<file path="src/rtl/bus_interconnect.sv">
// bus_interconnect: single-master, N-slave bus interconnect with a
// configurable address map and registered slave strobes. Unmapped accesses
// end in a bus error. Defining BUS_TIMEOUT_EN adds an access timeout that
// also ends in a bus error; without it ACCESS waits for the slave forever.
module bus_interconnect #(
    parameter int NSLAVES  = 4,
    parameter int ADDR_W   = 24,
    parameter int DATA_W   = 16,
    parameter int SLAVE_AW = 18,
    parameter logic [NSLAVES*ADDR_W-1:0] BASE = '0,
    parameter logic [NSLAVES*ADDR_W-1:0] MASK = '0,
    parameter int TIMEOUT  = 255
) (
    input  logic                         clk,
    input  logic                         reset,
    input  logic [ADDR_W-1:0]            m_addr,
    input  logic [DATA_W-1:0]            m_wdata,
    output logic [DATA_W-1:0]            m_rdata,
    input  logic                         m_uds,
    input  logic                         m_lds,
    input  logic                         m_rw,
    output logic                         m_ack,
    output logic                         m_berr,
    output logic [ADDR_W-1:0]            err_addr,
    output logic [NSLAVES*SLAVE_AW-1:0]  s_addr,
    output logic [DATA_W-1:0]            s_wdata,
    input  logic [NSLAVES*DATA_W-1:0]    s_rdata,
    output logic [NSLAVES-1:0]           s_uds,
    output logic [NSLAVES-1:0]           s_lds,
    output logic                         s_rw,
    input  logic [NSLAVES-1:0]           s_ack
);

    localparam int SEL_W = (NSLAVES > 1) ? $clog2(NSLAVES) : 1;

    typedef enum logic [1:0] {IDLE, ACCESS, DONE} state_t;

    state_t             r_state;
    state_t             w_next;
    logic [SEL_W-1:0]   r_sel;
    logic [SEL_W-1:0]   w_sel;
    logic [NSLAVES-1:0] w_onehot;
    logic               w_hit;
    logic               w_req;
    logic               w_ack_sel;
    logic               w_timeout;
    logic [DATA_W-1:0]  w_rdata;

    // Address decode: lowest-index matching slave wins.
    always_comb begin
        w_hit    = 1'b0;
        w_sel    = '0;
        w_onehot = '0;
        for (int unsigned i = 0; i < NSLAVES; i++) begin
            if (!w_hit && ((m_addr & MASK[i*ADDR_W +: ADDR_W]) == BASE[i*ADDR_W +: ADDR_W])) begin
                w_hit       = 1'b1;
                w_sel       = i[SEL_W-1:0];
                w_onehot[i] = 1'b1;
            end
        end
    end

    // Read-data mux for the selected slave.
    always_comb begin
        w_rdata = '0;
        for (int unsigned i = 0; i < NSLAVES; i++) begin
            if (i[SEL_W-1:0] == r_sel) begin
                w_rdata = s_rdata[i*DATA_W +: DATA_W];
            end
        end
    end

    assign w_req     = m_uds | m_lds;
    assign w_ack_sel = s_ack[r_sel];

`ifdef BUS_TIMEOUT_EN
    logic [15:0]       r_cnt;
    logic [ADDR_W-1:0] r_addr;

    // Access cycle counter, zero whenever not in ACCESS.
    always_ff @(posedge clk or posedge reset) begin
        if (reset) begin
            r_cnt <= '0;
        end else if (r_state != ACCESS) begin
            r_cnt <= '0;
        end else begin
            r_cnt <= r_cnt + 16'd1;
        end
    end

    // Full master address of the access in flight, reported on timeout.
    always_ff @(posedge clk or posedge reset) begin
        if (reset) begin
            r_addr <= '0;
        end else if (r_state == IDLE && w_req && w_hit) begin
            r_addr <= m_addr;
        end
    end

    // Expiry lands on edge E0+TIMEOUT: the count seen at edge Ek is k-1.
    assign w_timeout = (r_state == ACCESS) && (r_cnt == 16'(TIMEOUT - 1));
`else
    assign w_timeout = 1'b0;
`endif

    // State register.
    always_ff @(posedge clk or posedge reset) begin
        if (reset) begin
            r_state <= IDLE;
        end else begin
            r_state <= w_next;
        end
    end

    // Next-state logic; a slave ack takes priority over timeout expiry.
    always_comb begin
        w_next = r_state;
        case (r_state)
            IDLE:    if (w_req) w_next = w_hit ? ACCESS : DONE;
            ACCESS:  if (w_ack_sel || w_timeout) w_next = DONE;
            DONE:    if (!w_req) w_next = IDLE;
            default: w_next = IDLE;
        endcase
    end

    // Registered outputs, updated alongside the state transitions.
    always_ff @(posedge clk or posedge reset) begin
        if (reset) begin
            r_sel    <= '0;
            m_ack    <= 1'b0;
            m_berr   <= 1'b0;
            m_rdata  <= '0;
            err_addr <= '0;
            s_addr   <= '0;
            s_wdata  <= '0;
            s_uds    <= '0;
            s_lds    <= '0;
            s_rw     <= 1'b0;
        end else begin
            case (r_state)
                IDLE: begin
                    if (w_req && w_hit) begin
                        r_sel   <= w_sel;
                        s_addr  <= {NSLAVES{m_addr[SLAVE_AW-1:0]}};
                        s_wdata <= m_wdata;
                        s_rw    <= m_rw;
                        s_uds   <= w_onehot & {NSLAVES{m_uds}};
                        s_lds   <= w_onehot & {NSLAVES{m_lds}};
                    end else if (w_req) begin
                        m_berr   <= 1'b1;
                        err_addr <= m_addr;
                    end
                end
                ACCESS: begin
                    if (w_ack_sel) begin
                        s_uds <= '0;
                        s_lds <= '0;
                        m_ack <= 1'b1;
                        if (s_rw) m_rdata <= w_rdata;
                    end else if (w_timeout) begin
                        s_uds  <= '0;
                        s_lds  <= '0;
                        m_berr <= 1'b1;
`ifdef BUS_TIMEOUT_EN
                        err_addr <= r_addr;
`endif
                    end
                end
                DONE: begin
                    if (!w_req) begin
                        m_ack  <= 1'b0;
                        m_berr <= 1'b0;
                    end
                end
                default: ;
            endcase
        end
    end

endmodule
</file>
<file path="config.mk">
export PLATFORM = sky130hd
export DESIGN_NAME = bus_interconnect
export DESIGN_NICKNAME = d
export VERILOG_FILES = /design/src/rtl/bus_interconnect.sv
export SDC_FILE = /design/constraint.sdc
export NUM_CORES = 1
export LEC_CHECK = 0
export ABC_AREA = 0
export CORE_AREA = 2 2 98 100
export DETAILED_ROUTE_END_ITERATION = 10
export DIE_AREA = 0 0 100 102
export DONT_BUFFER_PORTS = 1
export GPL_ROUTABILITY_DRIVEN = 0
export PLACE_DENSITY = 0.49
export REMOVE_ABC_BUFFERS = 1
export SLEW_MARGIN = 0
export SYNTH_ARGS = -nofsm -noshare
export SYNTH_HDL_FRONTEND = slang
export SYNTH_SLANG_ARGS = --single-unit
</file>
<file path="constraint.sdc">
create_clock -name clk -period 4.15 [get_ports clk]
set_clock_uncertainty 0.05 [all_clocks]
set_input_delay 0.6225 -clock clk [delete_from_list [all_inputs] [get_ports clk]]
set_output_delay 0.6225 -clock clk [all_outputs]
set_load 0.05 [all_outputs]
</file>
# --- Word-level counts from Yosys, hierarchy flattened ---
# Cells that the tools add are included.
word_totals:
  reg_bits: 116
  input_bits: 113
  elab_cells: 34
op_classes:
  eq_ne: 5
  muxes: 12
  bitwise_logic: 1
  n_reduce_logical: 8
ops:
  columns: ["op", "n"]
  rows:
  - ["$pmux 4 s2", 2]
  - ["$mux 4", 3]
  - ["$reduce_and 3->1", 4]
  - ["$mux 2", 3]
  - ["$ne 2x2->1 const B", 3]
  - ["$pmux 2 s3", 1]
  - ["$reduce_bool 2->1", 2]
  - ["$eq 2x1->1 const B", 1]
  - ["$eq 2x2->1 const B", 1]
  - ["$logic_not 2->1", 1]
  - ["$mux 1", 2]
  - ["$pmux 1 s2", 1]
  - ["$reduce_and 2->1", 1]
  - ["$or 1x1->1", 1]

# --- Depth between registers and ports, before layout ---
logic_depth:
  word_depth: 3
  depth_mapped: 5
  mapped_depth_nobuf: 3

# --- Worst setup path after synthesis ---
# OpenSTA, ideal clock, no wires.
synth_path:
  path_kind: "input -> register"
  start: "input m_lds"
  end: "register s_addr[53]"
  setup_ps: 125
  arrival_time_ps: 1555
  required_time_ps: 3975
  setup_slack_ps: 2420
  stages: 5
  path_cell_list: "nor2_1 -> or3_1 -> buf_6 -> buf_12 -> mux2_4"
synth_via:
  elab_chain_len: 2
synth_lines:
  columns: ["element", "line", "text"]
  rows:
  - ["start, declared", "20", "input logic m_lds,"]
  - ["$or 1x1->1", "73", "assign w_req = m_uds | m_lds;"]
  - ["$reduce_and 2->1 (no source line)", null, null]
  - ["end signal, assigned", "144", "s_addr <= {NSLAVES{m_addr[SLAVE_AW-1:0]}};"]
  - ["end, declared", "25", "output logic [NSLAVES*SLAVE_AW-1:0] s_addr,"]
# Every way passes these cells.
# A chain may end at the register's enable or synchronous reset.

# --- Worst setup path after layout ---
layout_path:
  start: "register r_state[0]"
  end: "register s_addr[56]"
layout_via:
  elab_chain_len: 2
layout_lines:
  columns: ["element", "line", "text"]
  rows:
  - ["start, declared", "38", "state_t r_state;"]
  - ["start signal, assigned", "111", "r_state <= w_next;"]
  - ["$logic_not 2->1", "140", "case (r_state)"]
  - ["$reduce_and 2->1 (no source line)", null, null]
# Every way passes these cells.

==> flow_summary.ini <==
[routing]
first_pass_iters = 4
ant_nets = 0
finalWirelength_mm = 4.382
drt_iter0_markers = 26
wire_per_inst_um = 15.65
drc = 0
vias = 1205
via_per_inst = 4.304

[flow_run]
drv_cap = 0

[worst_setup_path]
cp-startpoint = r_state[0]
path_class = reg -> reg
r2r_start = r_state[0]
cp-start-kind = flop
cp.arrival_ns = 2.20
worstSetupEndpointType = flop
critPathMaxFanout = 35
reg2reg_slack_ns = 2.10
crit_required_ns = 4.30

[global_routing]
grt_pass1_wl_mm = 6.085
antenna_found_initial = 0
grt_usage = 0.07968
gr-total-overflow = 0
grt_max_degree = 36
grt_pass1_vias = 1198

[logic_synthesis]
synth_area_um2 = 2934
ys_seq_area_frac = 0.4776
ys.warnings.count = 0
syn_avg_cell_area_um2 = 13.28
yosysUniqueCellTypes = 18
ys_seq_elements = 56
netlist_instances = 221

[cts]
post_cts_resized = 0
cts.sinks = 56
h-tree-depth = 2
clk_pin_slew_worst_paths_ns = 0.10
clkLatencyLatePin_ns = 0.30
clockRootBuffer = clkbuf_8
ctsHoldBuffers = 0
postCtsSetupRepairBufs = 0
cts_tree = done
numCtsBuffers = 5
cts_max_path_buffers = 2

[sta]
finalHoldViolCount = 0
rsz0062_at_grt = no
min_period_over_period = 0.4940
max-slew-margin-rel = 0.2714
max_freq_mhz = 487.8
period_needed_ns = 2.050
tightestPinTransition_ns = 1.093
setup-violations-final = 0
slew_viol_final = 0
setup_tns_ns = 0

[layout]
drive_gt1_frac = 0.4675
final_common_cell = dfrtp_1
area_delta_synth_final_pct = -11.90
nFillCells = 934
antennaDiodeCount = 0
mostFrequentLayoutCells = 38 x dfrtp_1, 31 x conb_1, 30 x mux2_4, 21 x mux2_2, 18 x dfrtp_2
fin_nets = 281

[die]
die_h_um = 102
initial_core_util = 0.3221
num_rows = 35
core-area_um2 = 9109
die-area_um2 = 10200
die_w_um = 100
io_pins = 252

[min_path]
hold_class = in -> async

[status]
status = finished clean

[placed_design]
dpl.hpwl_mm = 3.078
io_buffers = 0
## Yosys cell counts
library cell,instances,share of area
buf_12,3,0.020
dfrtp_1,56,0.48
o21a_1,1,0.0026
conb_1,1,0.0013
buf_2,1,0.0017
nor2b_1,2,0.0043
or3_1,1,0.0021
mux2_2,21,0.081
buf_4,85,0.22
mux2_4,30,0.15
buf_6,2,0.0077
nand2_1,2,0.0026
o31ai_1,2,0.0051
nand3_1,1,0.0017
inv_1,4,0.0051
o21ai_0,5,0.0085
a22oi_1,2,0.0051
nor2_1,2,0.0026
## metrics by stage
step           setup slack [ns]  hold WS, ns  instances  utilization  area [µm²]
6_report                  2.100       0.2016        280       0.2838        2585
5_1_grt                   1.996       0.2266        280       0.2838        2585
4_1_cts                   2.056       0.2410        280       0.2838        2585
3_5_place_dp              1.837       0.5450        272       0.2735        2491
3_3_place_gp              1.843       0.5417        272       0.2735        2491
2_1_floorplan             1.572       0.4852        160            -        2321
## sequential cells by signal (all words and copies together), names as in the netlist
signal and count:
m_ack 1, m_rdata 16, r_state 2, s_addr 18, s_lds 1, s_rw 1, s_uds 1, s_wdata 16
## cell families (layout without fill, tap and decap cells)
group	Yosys count	after routing	synth area share
other cells	1	31	0.001278
compound gates	10	10	0.02132
mux	51	51	0.2341
buf+inv	95	13	0.2524
simple gates	8	8	0.01322
flops	56	56	0.4776
## worst paths after layout
kind / to / cells past startpoint
min in group clk: m_ack / 2
worst max-delay path: s_addr[56] / 2
worst min register to register: r_state[1] / 1
worst min-delay path: s_wdata[11] / 1
max in group asynchronous: s_wdata[9] / 2
worst max register to register: s_addr[56] / 2
## worst max-delay path: stages, from the launching register on
cell     delay [ns]
dfrtp_1        0.46
or3_2          0.96
mux2_4         0.46
## final cells by class
| class | count | area [µm²] | area share |
|---|---|---|---|
| Multi-Input combinational cell | 100 | 905.9 | 0.3504 |
| Timing Repair Buffer | 1 | 7.507 | 0.002904 |
| Sequential cell | 56 | 1424 | 0.5508 |
| Inverter | 4 | 15.01 | 0.005808 |
| Clock inverter | 1 | 7.507 | 0.002904 |
| Tap cell | 111 | 138.9 | 0.05373 |
| Clock buffer | 7 | 86.33 | 0.03340 |
## metal layers
| layer | vias up | track usage | wire [µm] |
|---|---|---|---|
| met2 | 127 | 0.1331 | 2078 |
| met4 | 0 | 0.04004 | 68 |
| li1 | 499 | - | - |
| met5 | - | 0 | 0 |
| met3 | 4 | 0.03420 | 546 |
| met1 | 575 | 0.08735 | 1688 |
Power is left out: the tool's default activity adds up to more than one toggle a clock period on the data nets, which glitch-free logic cannot reach.
